<file path="config.mk">
export PLATFORM = sky130hd
export DESIGN_NAME = dmem_arbiter
export DESIGN_NICKNAME = d
export VERILOG_FILES = /design/src/rtl/dmem_arbiter.sv
export SDC_FILE = /design/constraint.sdc
export NUM_CORES = 1
export LEC_CHECK = 0
export CAP_MARGIN = 20
export CORE_ASPECT_RATIO = 0.75
export CORE_MARGIN = 5
export CORE_UTILIZATION = 35
export DETAILED_ROUTE_END_ITERATION = 16
export PLACE_DENSITY = 0.77
export SETUP_SLACK_MARGIN = 0.15
export SYNTH_ARGS = -nofsm -noshare
export SYNTH_HDL_FRONTEND = slang
export SYNTH_SLANG_ARGS = --single-unit
</file>
<file path="constraint.sdc">
create_clock -name clk -period 1.55 [get_ports clk]
set_clock_uncertainty 0.05 [all_clocks]
set_input_delay 0.465 -clock clk [delete_from_list [all_inputs] [get_ports clk]]
set_output_delay 0.465 -clock clk [all_outputs]
set_load 0.02 [all_outputs]
</file>
<file path="src/rtl/dmem_arbiter.sv">
// Two-requester round-robin arbiter in front of a data memory port that allows
// one outstanding access; every output comes straight from a register.
module dmem_arbiter #(
  parameter int XLEN = 32
) (
  input  logic            clk,
  input  logic            rst_n,
  input  logic            s0_valid,
  input  logic            s0_write,
  input  logic [3:0]      s0_wstrb,
  input  logic [XLEN-1:0] s0_addr,
  input  logic [XLEN-1:0] s0_wdata,
  output logic [XLEN-1:0] s0_rdata,
  output logic            s0_ready,
  input  logic            s1_valid,
  input  logic            s1_write,
  input  logic [3:0]      s1_wstrb,
  input  logic [XLEN-1:0] s1_addr,
  input  logic [XLEN-1:0] s1_wdata,
  output logic [XLEN-1:0] s1_rdata,
  output logic            s1_ready,
  output logic            m_valid,
  output logic            m_write,
  output logic [3:0]      m_wstrb,
  output logic [XLEN-1:0] m_addr,
  output logic [XLEN-1:0] m_wdata,
  input  logic [XLEN-1:0] m_rdata,
  input  logic            m_ready,
  output logic            busy,
  output logic            owner
);

  typedef enum logic [1:0] {
    IDLE,
    BUSY,
    RESP
  } state_t;

  state_t state;
  logic   last_grant;
  logic   grant;

  // On a tie the requester that did not win last time gets the grant.
  always_comb begin
    grant = s1_valid;
    if (s0_valid && s1_valid) begin
      grant = ~last_grant;
    end
  end

  always_ff @(posedge clk) begin
    if (!rst_n) begin
      state      <= IDLE;
      last_grant <= 1'b1;
      owner      <= 1'b0;
      busy       <= 1'b0;
      m_valid    <= 1'b0;
      m_write    <= 1'b0;
      m_wstrb    <= '0;
      m_addr     <= '0;
      m_wdata    <= '0;
      s0_ready   <= 1'b0;
      s1_ready   <= 1'b0;
      s0_rdata   <= '0;
      s1_rdata   <= '0;
    end else begin
      s0_ready <= 1'b0;
      s1_ready <= 1'b0;
      case (state)
        IDLE: begin
          if (s0_valid || s1_valid) begin
            owner      <= grant;
            last_grant <= grant;
            busy       <= 1'b1;
            m_valid    <= 1'b1;
            m_write    <= grant ? s1_write : s0_write;
            m_wstrb    <= grant ? s1_wstrb : s0_wstrb;
            m_addr     <= grant ? s1_addr  : s0_addr;
            m_wdata    <= grant ? s1_wdata : s0_wdata;
            state      <= BUSY;
          end
        end
        BUSY: begin
          // Read data is returned for stores too, so it is captured unconditionally.
          if (m_ready) begin
            m_valid <= 1'b0;
            if (owner) begin
              s1_rdata <= m_rdata;
              s1_ready <= 1'b1;
            end else begin
              s0_rdata <= m_rdata;
              s0_ready <= 1'b1;
            end
            state <= RESP;
          end
        end
        RESP: begin
          busy  <= 1'b0;
          state <= IDLE;
        end
        default: begin
          state <= IDLE;
        end
      endcase
    end
  end

endmodule
</file>
Word level (Yosys, flattened, before mapping)
Index checks and enable logic that the tools add are counted.
{ "word_totals": {"ff_bits": 141, "inputBits": 175, "out_inout_bits": 138, "wordCells": 45} }
{ "classes": {"n_eq_ne": 4, "n_mux": 14, "bitwise": 2, "reduce_logical": 12} }
{ "op_table": {"columns": ["cell", "n"], "rows": [
  ["32-bit 2-to-1 mux", 2],
  ["3-bit AND reduction", 4],
  ["1-bit 2-to-1 mux", 6],
  ["2-bit AND reduction", 3],
  ["2-bit 2-to-1 mux", 2],
  ["4-bit 2-to-1 mux", 1],
  ["2-bit != test, second input constant", 2],
  ["1-bit one-hot mux with 2 select lines", 2],
  ["2-bit one-hot mux with 2 select lines", 1],
  ["2-bit nonzero test", 2],
  ["2-bit by 1-bit equality test with 1-bit output, second input constant", 1],
  ["2-bit equality test, second input constant", 1],
  ["2-bit logical NOT", 1],
  ["1-bit inverter", 2],
  ["1-bit logical AND", 1],
  ["1-bit logical OR", 1]
]} }

Longest topological paths before layout
Gate-level depths: netlist of run 1.
{ "depth": {"depth_word": 3, "mapped_depth": 7, "mapped_depth_nobuf": 3} }

Worst setup path before layout of run 1
OpenSTA, ideal clock, no wires.
{ "synth_timing": {"path_type": "input to register", "start": "input s1_valid", "end": "register m_addr[23]", "setup_time_ns": 0.088, "arrival_ns": 1.515, "required_time_ns": 1.412, "path_slack_ns": -0.104, "path_stages": 7, "path_buffers": 4, "path_cell_list": "or2_1 buf_2 and2_4 buf_6 buf_6 buf_6 a311oi_2"} }
{ "synth_between": {"elab_chain_len": 3, "word_cells_on_any_way": 5, "cone_classes": "mux (2); reduce/logical (3)"} }
{ "synth_rtl": {"columns": ["item", "line_no", "rtl"], "rows": [
  ["start: declaration", "15", "input logic s1_valid,"],
  ["1-bit logical AND", "46", "if (s0_valid && s1_valid) begin"],
  ["1-bit 2-to-1 mux", "46", null],
  ["32-bit 2-to-1 mux", "78", "m_addr <= grant ? s1_addr : s0_addr;"],
  ["end signal: assignment", "78", null],
  ["end: declaration", "25", "output logic [XLEN-1:0] m_addr,"]
]} }
Parallel ways exist; a longest one is shown, timed or not.
A chain may end at the register's enable or synchronous reset.

Worst setup path after layout of run 1
{ "layout_timing": {"start": "register m_wdata[26]", "end": "output m_wdata[26]"} }
{ "layout_lines": {"columns": ["item", "line_no", "rtl"], "rows": [
  ["start: declaration", "26", "output logic [XLEN-1:0] m_wdata,"],
  ["start signal: assignment", "79", "m_wdata <= grant ? s1_wdata : s0_wdata;"]
]} }
No word-level cell between the ends.

==> flow_summary.yaml, run 1 <==
placed_design:
  placed_area_sq_um: 9099
  hpwl_microns: 14580
  place.gp.congestion: 0.8367
  port_buffers: 312
logic_synthesis:
  synth_area_sq_um: 5579
  synth.net_count: 851
  ys_seq_elements: 141
  synth.distinct_cells: 24
  syn_area_per_cell_sq_um: 8.253
  yosysWarningCount: 0
  synth_seq_area_share: 0.5059
  syn_inst: 676
setup_path:
  critPathBufInv: 1
  crit_slowest_cell: "dfxtp_2"
  r2r_setup_slack_ns: 0.14
  worstSetupEndpointType: "output pin"
  cp_cell_sequence: "buf_6"
  max_stage_delay_ns: 0.37
  timing.rr.start: "state[1]"
  startpoint_type: "flip-flop"
  required_ns: 1.03
  r2r_cells: 5
  critPathTopFamily: "flip-flops"
  worstPathMaxFanout: 2
  crit_arrival_ns: 0.91
  r2r_end: "m_wdata[17]"
  critPathKind: "reg2out"
power_and_ir_drop:
  power_density_nw_per_um2: 1049
  peakVddDrop_v: 0.0006841
  p_leak_nw: 4.540
floorplan:
  fp.coreArea_sq_um: 15820
  die_h_microns: 119.3
  start_util: 0.3528
  dieArea_sq_um: 18590
  die_w_microns: 155.8
  ios: 313
  rows: 40
routing:
  finalWirelength_microns: 24390
  wire_per_inst_microns: 19.41
  dr_total_vias: 6704
  drtIter0Drc: 357
  drc: 0
  first_pass_iters: 5
  routed_via_density: 5.338
  antenna_left: 0
cells_and_area:
  area_delta_synth_final_pct: 98.79
  design_area_sq_um: 11090
  fillers: 1207
  nets: 1208
  diodes: 0
  drive_above_1_share: 0.4426
timing:
  fin_crit_ns: 1.425
  post-route-period-util: 0.9194
  max_freq_mhz: 701.7
  fin_setup_tns_ns: 0
  setup_viol: 0
  slew-limit-headroom: 0.7924
  grt_setup_unrepaired: "yes"
  drv_slew: 0
  tightest_slew_ns: 0.3114
  hold_viol_final: 0
min_path:
  worstHoldStart: "rst_n"
  hold_path_class: "in2reg"
  min_to: "s1_rdata[16]"
  whs_path_depth: 3
grt:
  grt_pass1_wl_microns: 33040
  antenna_found_initial: 0
  grt_overflow: 0
  grt_pass1_vias: 6149
  grt_use_total: 0.2235
  grt_max_degree: 66
clock_tree:
  clockRootBuffer: "clkbuf_16"
  cts_tree: "yes"
  cts.htree.levels: 4
  clock_sinks: 141
  cts_made_buffers: 17
  path_clk_slew_ns: 0.07
  clockBufferDepth: 2
  clk_latency_ns: 0.41
outcome:
  outcome: "completed"
run:
  maxCapViolations: 0
[per-stage QoR]
stage	hold slack (ns)	utilization	total power [mW]	instances	setup slack, ns
after floorplan	0.4679	-	5.230	676	-0.08982
after global placement	0.3973	0.5753	6.526	1161	-0.4863
after detailed placement	0.4057	0.5753	6.555	1161	-0.5468
after CTS	0.3544	0.6547	11.23	1210	0.1016
after global routing	0.3845	0.7013	12.06	1256	0.08356
final	0.3598	0.7013	11.63	1256	0.1249
[worst max-delay path by stage]
| stage | cells after the start | endpoint | slack [ns] | from |
|---|---|---|---|---|
| global placement | 6 | m_wdata[27] | -0.49 | s1_valid |
| floorplan | 7 | m_addr[27] | -0.09 | s1_valid |
| finish | 1 | m_wdata[26] | 0.12 | m_wdata[26] |
| detailed placement | 6 | m_wdata[18] | -0.55 | s1_valid |
| CTS | 1 | m_addr[27] | 0.10 | m_addr[27] |
| global route | 6 | m_wdata[16] | 0.08 | last_grant |
[area by class of cell]
class	instances	area [sq um]	area share
Multi-Input combinational cell	461	2680	0.2417
Timing Repair Buffer	409	4501	0.4058
Inverter	3	11.26	0.001015
Sequential cell	141	3005	0.2710
Clock buffer	19	442.9	0.03994
Clock inverter	13	187.7	0.01692
Tap cell	210	262.8	0.02369
[cells in the mapped netlist]
cell	instances	area [sq um]
nand2_1	172	645.6
dfxtp_1	141	2823
a21oi_1	73	365.4
o21ai_0	66	330.3
nand3_1	65	325.3
a311oi_1	59	516.8
clkbuf_1	47	176.4
buf_1	11	41.29
buf_2	11	55.05
a311oi_2	10	150.1
nor2_1	4	15.01
buf_6	3	33.78
inv_1	3	11.26
a21bo_2	1	10.01
a21boi_0	1	7.510
a21boi_2	1	11.26
and2_4	1	8.760
and3_1	1	6.260
nand3b_1	1	7.510
nand4b_1	1	8.760
nand4bb_1	1	11.26
nor3_1	1	5.000
o21a_1	1	7.510
or2_1	1	6.260
[flip-flops by register name, indices dropped and copies added, names as in the netlist, 2 cells and up]
name,cells
m_addr,32
state,2
m_wstrb,4
m_wdata,32
s0_rdata,32
s1_rdata,32
[cells by family after synthesis]
family | after synthesis | synth area share
and+or+nand+nor | 248 | 0.1864
AOI/OAI and AO/OA | 212 | 0.2507
DFF | 141 | 0.5059
buffers and inverters | 75 | 0.05696
[layout by cell type, fill, tap and decap left out, drive strengths merged]
| master | synthesis | final |
|---|---|---|
| nand3 | 65 | 65 |
| o21a | 1 | 1 |
| nand3b | 1 | 1 |
| a21oi | 73 | 73 |
| dlymetal6s2s | 0 | 1 |
| o21ai | 66 | 66 |
| nand2 | 172 | 172 |
| a21boi | 2 | 2 |
| clkinvlp | 0 | 3 |
| nor2 | 4 | 4 |
| bufinv | 0 | 4 |
| clkdlybuf4s50 | 0 | 170 |
| clkbuf | 47 | 29 |
| nand4b | 1 | 1 |
| and2 | 1 | 2 |
| a21bo | 1 | 1 |
| dfxtp | 141 | 141 |
| and3 | 1 | 1 |
| clkinv | 0 | 3 |
| buf | 25 | 228 |
| inv | 3 | 6 |
| a311oi | 69 | 69 |
| or2 | 1 | 1 |
| nand4bb | 1 | 1 |
| nor3 | 1 | 1 |
[metal layers]
metal	up-vias	GRT usage	part of all wire
li1	3143	-	-
met1	3189	0.2590	0.40
met2	310	0.3889	0.50
met3	62	0.06030	0.068
met4	0	0.09021	0.035
met5	-	0	0
[timing repair]
action                                  in CTS  in global routing
endpoints found under the setup margin     211                235
resized for setup                          983                 54
pin swaps                                   13                 35
setup buffers                               12                 33
gates cloned                                 5                 13
hold buffers                                 0                  0
[report_power, final]
part	internal, mW	switching [mW]
Sequential	3.96	0.214
Clock	2.75	1.61
Combinational	1.67	1.43
Total	8.38	3.25
(Power assumes the default switching activity.)
==> run 2, diff against run 1 <==
--- a/config.mk
+++ b/config.mk
@@ -15,3 +15,4 @@
 export SYNTH_ARGS = -nofsm -noshare
 export SYNTH_HDL_FRONTEND = slang
 export SYNTH_SLANG_ARGS = --single-unit
+export TNS_END_PERCENT = 5
==> flow_summary.yaml, run 2 (synthesis results as in run 1) <==
outcome:
  outcome: "completed"
grt:
  grt_use_total: 0.2190
  grt_overflow: 0
  grt_pass1_wl_microns: 32180
  grt_max_degree: 66
  antenna_found_initial: 2
  grt_pass1_vias: 5878
power_and_ir_drop:
  switching_share: 0.2813
  power_density_nw_per_um2: 1109
  p_comb_frac: 0.230
  intPower_mw: 7.750
  peakVddDrop_v: 0.0008044
  p_leak_nw: 4.005
  seqPwrFrac: 0.381
  power_mw: 10.78
  p_sw_mw: 3.033
  clkPwrFrac: 0.389
clock_tree:
  path_clk_slew_ns: 0.06
  clockRootBuffer: "clkbuf_16"
  cts_tree: "yes"
  clock_sinks: 141
  cts.htree.levels: 4
  cts_made_buffers: 17
  clockBufferDepth: 2
  clk_latency_ns: 0.41
floorplan:
  rows: 40
  fp.coreArea_sq_um: 15820
  dieArea_sq_um: 18590
  ios: 313
  start_util: 0.3528
  die_w_microns: 155.8
  die_h_microns: 119.3
timing:
  setup_viol: 0
  tightest_slew_ns: 0.3276
  post-route-period-util: 0.9261
  grt_setup_unrepaired: "yes"
  drv_slew: 0
  max_freq_mhz: 696.6
  fin_setup_tns_ns: 0
  slew-limit-headroom: 0.7816
  fin_crit_ns: 1.436
  hold_ws_ns: 0.4071
  hold_viol_final: 0
placed_design:
  place.gp.congestion: 0.8517
  port_buffers: 312
  placed_area_sq_um: 9039
  hpwl_microns: 14910
routing:
  drtIter0Drc: 351
  wire_per_inst_microns: 18.64
  routed_via_density: 5.206
  first_pass_iters: 5
  antenna_left: 0
  dr_total_vias: 6258
  drc: 0
  finalWirelength_microns: 22400
cells_and_area:
  multi_input_area_sq_um: 2499
  fillers: 1402
  most-common-layout-cells: "nand2_1 (172), clkdlybuf4s50_1 (170), buf_4 (106)"
  seq_area_sq_um: 2879
  final_common_cell: "nand2_1"
  drive_above_1_share: 0.2843
  nets: 1154
  design_area_sq_um: 9723
  area_delta_synth_final_pct: 74.28
  diodes: 0
setup_path:
  worstSetupEndpointType: "output pin"
  crit_slowest_cell: "dfxtp_2"
  startpoint_type: "flip-flop"
  required_ns: 1.03
  worstPathMaxFanout: 2
  crit_arrival_ns: 0.92
  critPathBufInv: 1
  critPathKind: "reg2out"
  critPathTopFamily: "flip-flops"
  max_stage_delay_ns: 0.37
  cp_cell_sequence: "buf_6"
run:
  maxCapViolations: 0
min_path:
  hold_path_class: "in2reg"
-- run 2: per-stage QoR --
step                instances    util  setup slack (ns)
floorplan                 676       -          -0.09033
global placement         1153  0.5715           -0.4900
detailed placement       1153  0.5715           -0.5902
CTS                      1192  0.5835           0.09389
global route             1202  0.6148           0.08162
finish                   1202  0.6148            0.1145
-- run 2: timing repair --
item / 4_1_cts / 5_1_grt
setup buffers: 5 / 6
setup endpoints to repair: 212 / 246
hold endpoints to repair: 0 / 0
gates cloned: 2 / 4
resized for setup: 635 / 153
hold buffers: 0 / 0
pin swaps: 1 / 5
-- run 2: layout make-up --
type	instances	area share
clock inverter	14	0.01711
tap	210	0.02702
timing repair buffer	356	0.3565
multi-input combinational	460	0.2570
inverter	3	0.001158
sequential	141	0.2961
clock buffer	18	0.04517
-- run 2: routing by layer --
| layer | routed length [microns] | global-route usage | vias up |
|---|---|---|---|
| met3 | 1390 | 0.05449 | 35 |
| met5 | 34 | 0 | - |
| met1 | 9608 | 0.2738 | 2988 |
| met4 | 442 | 0.08201 | 4 |
| met2 | 10930 | 0.3636 | 211 |
| li1 | - | - | 3020 |
-- run 2: power groups by stage --
stage                     Clock [mW]  Combinational (mW)  Sequential (mW)
final                           4.20                2.48             4.11
after global routing            4.44                2.65             4.14
after CTS                       4.26                2.29             4.07
after detailed placement           0                2.41             4.14
after global placement             0                2.38             4.13
after floorplan                    0               0.778             4.45
-- run 2: path summary, 6_finish.rpt --
kind,start,endpoint,slack [ns],cells after the start
hold / removal,s1_valid,last_grant,0.41,3
setup / recovery,m_wdata[16],m_wdata[16],0.11,1
setup reg to reg,state[0],s1_rdata[1],0.15,6
hold reg to reg,m_valid,m_valid,0.41,2
